$ cat config.mk
export PLATFORM = sky130hd
export DESIGN_NAME = ycr_jtag_scan_master
export DESIGN_NICKNAME = d
export VERILOG_FILES = /design/src/rtl/ycr_jtag_scan_master.sv
export SDC_FILE = /design/constraint.sdc
export NUM_CORES = 1
export LEC_CHECK = 0
export CAP_MARGIN = 15
export CORE_MARGIN = 1
export CORE_UTILIZATION = 40
export DETAILED_ROUTE_END_ITERATION = 12
export SYNTH_ARGS = -nofsm -noshare
export SYNTH_HDL_FRONTEND = slang
export SYNTH_SLANG_ARGS = --single-unit
$ cat constraint.sdc
create_clock -name clk -period 7.5 [get_ports clk]
set_clock_uncertainty 0.2 [all_clocks]
set_input_delay 1.125 -clock clk [delete_from_list [all_inputs] [get_ports clk]]
set_output_delay 1.125 -clock clk [all_outputs]
set_load 0.02 [all_outputs]
$ cat src/rtl/ycr_jtag_scan_master.sv
// ycr_jtag_scan_master: JTAG scan initiator that walks a TAP through one IR or DR scan per request.
// Shifts req_data LSB first on TDI and returns the TDO bits captured on each TCK rise, LSB first.
module ycr_jtag_scan_master #(
    parameter int MAX_LEN = 32,
    parameter int CLK_DIV = 2
) (
    input  logic               clk,
    input  logic               rst_n,
    input  logic               req_valid_i,
    output logic               req_ready_o,
    input  logic               req_is_ir_i,
    input  logic [5:0]         req_len_i,
    input  logic [MAX_LEN-1:0] req_data_i,
    output logic               rsp_valid_o,
    output logic [MAX_LEN-1:0] rsp_data_o,
    output logic               rsp_err_o,
    output logic               tck_o,
    output logic               tms_o,
    output logic               tdi_o,
    input  logic               tdo_i
);
    localparam int DW = CLK_DIV > 1 ? $clog2(CLK_DIV) : 1;
    localparam logic [DW-1:0] DIV_LAST = DW'(CLK_DIV - 1);

    typedef enum logic [2:0] {TLR_SEQ, IDLE, HDR, SHIFT, TRL, DONE} state_e;

    state_e             state_q, state_d;
    logic [5:0]         cnt_q, cnt_d, len_q, len_d, steps;
    logic [DW-1:0]      div_q, div_d;
    logic               tck_q, tck_d, tms_q, tms_d, tdi_q, tdi_d;
    logic               is_ir_q, is_ir_d, err_q, err_d;
    logic [MAX_LEN-1:0] data_q, data_d, cap_q, cap_d, rsp_data_q, rsp_data_d, tdi_sh;
    logic               rsp_valid_q, rsp_valid_d, rsp_err_q, rsp_err_d;
    logic               active, rise, step_end, accept, bad_len;

    always_comb begin
        active = state_q inside {TLR_SEQ, HDR, SHIFT, TRL};
        rise = active && !tck_q && div_q == DIV_LAST;
        step_end = active && tck_q && div_q == DIV_LAST;
        accept = state_q == IDLE && req_valid_i;
        bad_len = req_len_i == 6'd0 || {26'd0, req_len_i} > 32'(MAX_LEN);
        steps = state_q == TLR_SEQ ? 6'd6 :
                state_q == HDR     ? (is_ir_q ? 6'd4 : 6'd3) :
                state_q == SHIFT   ? len_q : 6'd2;
        state_d = state_q;
        cnt_d = cnt_q;
        len_d = len_q;
        is_ir_d = is_ir_q;
        data_d = data_q;
        err_d = err_q;
        cap_d = cap_q;
        div_d = active && div_q != DIV_LAST ? div_q + DW'(1) : '0;
        tck_d = active && (div_q == DIV_LAST ? !tck_q : tck_q);
        if (accept) begin
            len_d = req_len_i;
            is_ir_d = req_is_ir_i;
            data_d = req_data_i;
            err_d = bad_len;
            cap_d = '0;
            cnt_d = '0;
            state_d = bad_len ? DONE : HDR;
        end
        // TDO enters at the top of the scan window so the result ends right-aligned
        if (state_q == SHIFT && rise)
            cap_d = (cap_q >> 1) | ({{(MAX_LEN-1){1'b0}}, tdo_i} << (len_q - 6'd1));
        if (step_end) begin
            cnt_d = cnt_q == steps - 6'd1 ? 6'd0 : cnt_q + 6'd1;
            if (cnt_q == steps - 6'd1)
                state_d = state_q == TLR_SEQ ? IDLE :
                          state_q == HDR     ? SHIFT :
                          state_q == SHIFT   ? TRL : DONE;
        end
        if (state_q == DONE)
            state_d = IDLE;
        rsp_valid_d = state_q == DONE;
        rsp_data_d = state_q == DONE ? cap_q : rsp_data_q;
        rsp_err_d = state_q == DONE ? err_q : rsp_err_q;
        // TMS/TDI follow the next bit position, which only moves at a TCK fall or on accept
        tdi_sh = data_d >> cnt_d;
        tms_d = state_d == TLR_SEQ ? cnt_d < 6'd5 :
                state_d == HDR     ? cnt_d < (is_ir_d ? 6'd2 : 6'd1) :
                state_d == SHIFT   ? cnt_d == len_d - 6'd1 :
                state_d == TRL     ? cnt_d == 6'd0 : 1'b0;
        tdi_d = state_d == SHIFT && tdi_sh[0];
    end

    always_ff @(posedge clk or negedge rst_n) begin
        if (!rst_n) begin
            state_q <= TLR_SEQ;
            cnt_q <= '0;
            len_q <= '0;
            div_q <= '0;
            tck_q <= 1'b0;
            tms_q <= 1'b1;
            tdi_q <= 1'b0;
            is_ir_q <= 1'b0;
            err_q <= 1'b0;
            data_q <= '0;
            cap_q <= '0;
            rsp_data_q <= '0;
            rsp_valid_q <= 1'b0;
            rsp_err_q <= 1'b0;
        end else begin
            state_q <= state_d;
            cnt_q <= cnt_d;
            len_q <= len_d;
            div_q <= div_d;
            tck_q <= tck_d;
            tms_q <= tms_d;
            tdi_q <= tdi_d;
            is_ir_q <= is_ir_d;
            err_q <= err_d;
            data_q <= data_d;
            cap_q <= cap_d;
            rsp_data_q <= rsp_data_d;
            rsp_valid_q <= rsp_valid_d;
            rsp_err_q <= rsp_err_d;
        end
    end

    assign req_ready_o = state_q == IDLE;
    assign rsp_valid_o = rsp_valid_q;
    assign rsp_data_o = rsp_data_q;
    assign rsp_err_o = rsp_err_q;
    assign tck_o = tck_q;
    assign tms_o = tms_q;
    assign tdi_o = tdi_q;
endmodule

==> impl_metrics.py <==
metrics = {
    "outcome": {
        "outcome": "finished, final reports clean",
    },
    "worst_setup_path": {
        "critPathTopFamily": "simple AND/OR/NAND/NOR gates",
        "critPathKind": "in2reg",
        "cp-end-kind": "register",
        "crit_chain": "clkdlybuf4s50_1 > nand3_2 > buf_4 > nand2_1 > o31ai_1 > a22oi_1 > inv_2 > or4_1 > o22ai_1",
        "worstSetupStartpointType": "input port",
        "crit_fanout": 36,
        "critPathSlowestCell": "nand3_2",
        "cp_num_buf_inv": 3,
        "cpPeakStageDelay_ns": 0.62,
        "required_ns": 7.64,
        "critPathArrivalTime_ns": 4.15,
    },
    "synth": {
        "synth-adder-area-share": 0.01260,
        "ys_warn_count": 0,
        "async_reset_ff_frac": 1.000,
        "synth.area.mux_share": 0.03053,
        "ys_seq_area_frac": 0.5083,
        "yosys_register_bits": 119,
        "yosys-top-cells-count": "nand2_1 (217), dfrtp_1 (118), a21oi_1 (42), nand3_1 (41), o21ai_0 (36)",
        "post_synth_main_area_contributors": "dfrtp_1 (50%), nand2_1 (14%), a21oi_1 (3.6%)",
        "syn_area_sq_um": 5861,
        "synth-simple-area-share": 0.2513,
        "syn_nets": 724,
        "synth_xor_area_frac": 0.03587,
        "synth_edf_count": 0,
        "synth.most_common_cell": "nand2_1",
        "avgSynthCellArea_sq_um": 8.670,
        "ys.flop_type": "dfrtp_1",
        "synth_top_area_frac": 0.5038,
        "syn_inst": 676,
        "synthDistinctLibCells": 59,
        "synth_area_leader_cell": "dfrtp_1",
        "synth_compound_gate_area_share": 0.1219,
        "synth_top_family_by_area": "simple AND/OR/NAND/NOR gates",
    },
    "global_routing": {
        "grt_max_degree": 74,
        "gr-usage-all-layers": 0.2061,
        "gr-total-overflow": 0,
        "grt_pass1_wl_mm": 23.96,
        "grt_pass1_vias": 4911,
        "antenna_found_initial": 0,
    },
    "clock_tree": {
        "clk_transition_reported_paths_ns": 0.05,
        "clkLatencyLatePin_ns": 0.42,
        "cts_tree": "yes",
        "numCtsBuffers": 17,
        "cts.sinks": 119,
        "cts_resized": 0,
        "postCtsSetupRepairBufs": 0,
        "cts_root_buf": "clkbuf_16",
        "cts_htree_levels": 4,
        "ctsHoldBuffers": 0,
        "cts_buffer_depth": 2,
    },
    "timing": {
        "rsz0062_at_grt": "false",
        "worst_slack_ns": 3.490,
        "tns_ns": 0,
        "slew_headroom": 0.3936,
        "maxSlewViolCount": 0,
        "fin_crit_ns": 4.010,
        "fmax_mhz": 249.4,
        "timing.final.crit_share": 0.5346,
        "final_hold_viol_count": 0,
        "worst_pin_slew_ns": 0.9096,
        "finalSetupViolations": 0,
    },
    "final_layout": {
        "drive_gt1_frac": 0.07398,
        "syn2layout_area_growth_pct": 25.96,
        "finalNetCount": 793,
        "final_cells": 937,
        "num_antenna_cells": 0,
        "post-route-util": 0.5237,
        "nFillCells": 1315,
        "stdcell_area_sq_um": 7382,
    },
    "placed_design": {
        "portBuffers": 80,
        "hpwl_mm": 9.950,
        "pre_cts_slack_ns": 3.093,
        "globalplace.congestion": 0.8832,
        "placedInstanceArea_sq_um": 6775,
        "dpl.cell_count": 906,
    },
    "power_and_ir_drop": {
        "peakVddDrop_uv": 132.7,
        "p_per_area_nw_per_um2": 204.6,
        "cellLeakagePower_uw": 0.003517,
    },
    "detailed_routing": {
        "wl_per_cell_um": 14.96,
        "firstDrtPassIters": 7,
        "drc_errors": 0,
        "vias": 4898,
        "routed_wl_mm": 14.01,
        "drt_iter0_markers": 329,
        "ant_nets": 0,
        "viasPerCell": 5.227,
    },
    "floorplan": {
        "fp.dieH_um": 123.0,
        "die_area_sq_um": 15140,
        "fp.dieW_um": 123.0,
        "core_area_sq_um": 14100,
        "pin_count": 81,
        "start_util": 0.4158,
        "std_cell_rows": 43,
    },
    "min_path": {
        "hold_class": "reg2reg",
    },
    "run": {
        "maxCapViolations": 0,
    },
}
[where the power goes]
part	internal [uW]	switching [uW]
Sequential	643	0
Combinational	20.1	17.0
Clock	552	278
Total	1210	295
[worst min-delay path, delay by kind of cell, from the launching register on]
family	cells	cell delay, ns
flops	1	0.32
simple gates	2	0.11
[layer usage]
layer	vias to the layer above	part of all wire	wire [um]	GRT usage
li1	2433	-	-	-
met5	-	0	0	0
met2	130	0.47	6526	0.3255
met3	28	0.045	626	0.05581
met4	0	0.020	280	0.07530
met1	2307	0.47	6580	0.2713
[path summary, 6_finish.rpt]
| check | startpoint | end | slack (ns) | depth (start not counted) |
|---|---|---|---|---|
| min in group asynchronous | rst_n | tck_o | 0.52 | 1 |
| max in group asynchronous | rst_n | data_q[29] | 5.25 | 2 |
| worst min-delay path | data_q[23] | data_q[23] | 0.27 | 2 |
| worst max-delay path | req_valid_i | tms_o | 3.49 | 9 |
| worst min register to register | data_q[23] | data_q[23] | 0.27 | 2 |
| worst max register to register | state_q[1] | tdi_o | 3.53 | 12 |
[final cells by class]
type                            instances  area (sq um)  area share
Clock buffer                           22         484.2     0.06559
Inverter                               18         67.56    0.009153
Tap cell                              180         225.2     0.03051
Multi-Input combinational cell        503          2660      0.3603
Clock inverter                          9         122.6     0.01661
Timing Repair Buffer                   86         843.3      0.1142
Sequential cell                       119          2979      0.4036
[flip-flops by register name (all words and copies together), names as in the netlist]
signal	flops
cap_q	32
cnt_q	6
data_q	32
div_q	1
err_q	1
is_ir_q	1
len_q	6
rsp_data_o	32
rsp_err_o	1
rsp_valid_o	1
state_q	3
tck_o	1
tdi_o	1
tms_o	1
[cells in the final DEF, fill, tap and decap left out, drive strengths merged, types with 3 or more instances in the layout]
| cell | instances |
|---|---|
| a311oi | 3 |
| nand4b | 4 |
| inv | 17 |
| xnor2 | 17 |
| ha | 5 |
| and3 | 4 |
| a21o | 3 |
| nor2 | 27 |
| mux2 | 7 |
| o21ai | 38 |
| nand2 | 218 |
| a211oi | 7 |
| or4 | 3 |
| a21oi | 43 |
| clkdlybuf4s50 | 79 |
| mux2i | 10 |
| o31ai | 3 |
| and2 | 3 |
| or3 | 3 |
| nor3 | 18 |
| dfrtp | 118 |
| clkinv | 6 |
| buf | 7 |
| xor2 | 7 |
| nand2b | 5 |
| nor2b | 5 |
| bufinv | 3 |
| or2 | 3 |
| o21a | 3 |
| clkbuf | 22 |
| nand3 | 41 |
[cells by family after synthesis]
logic type | after synthesis
mux | 17
fa+ha+maj | 6
buf+inv | 54
compound gates | 117
simple gates | 339
flops | 119
xor+xnor | 24
[metrics by stage]
stage,power (uW),hold slack [ns]
final,1510,0.2704
after global routing,1556,0.2766
after CTS,1525,0.2675
after detailed placement,691.9,0.2549
after floorplan,655.4,0.2331
after global placement,691.2,0.2529
Power figures use the tool's default switching activity.
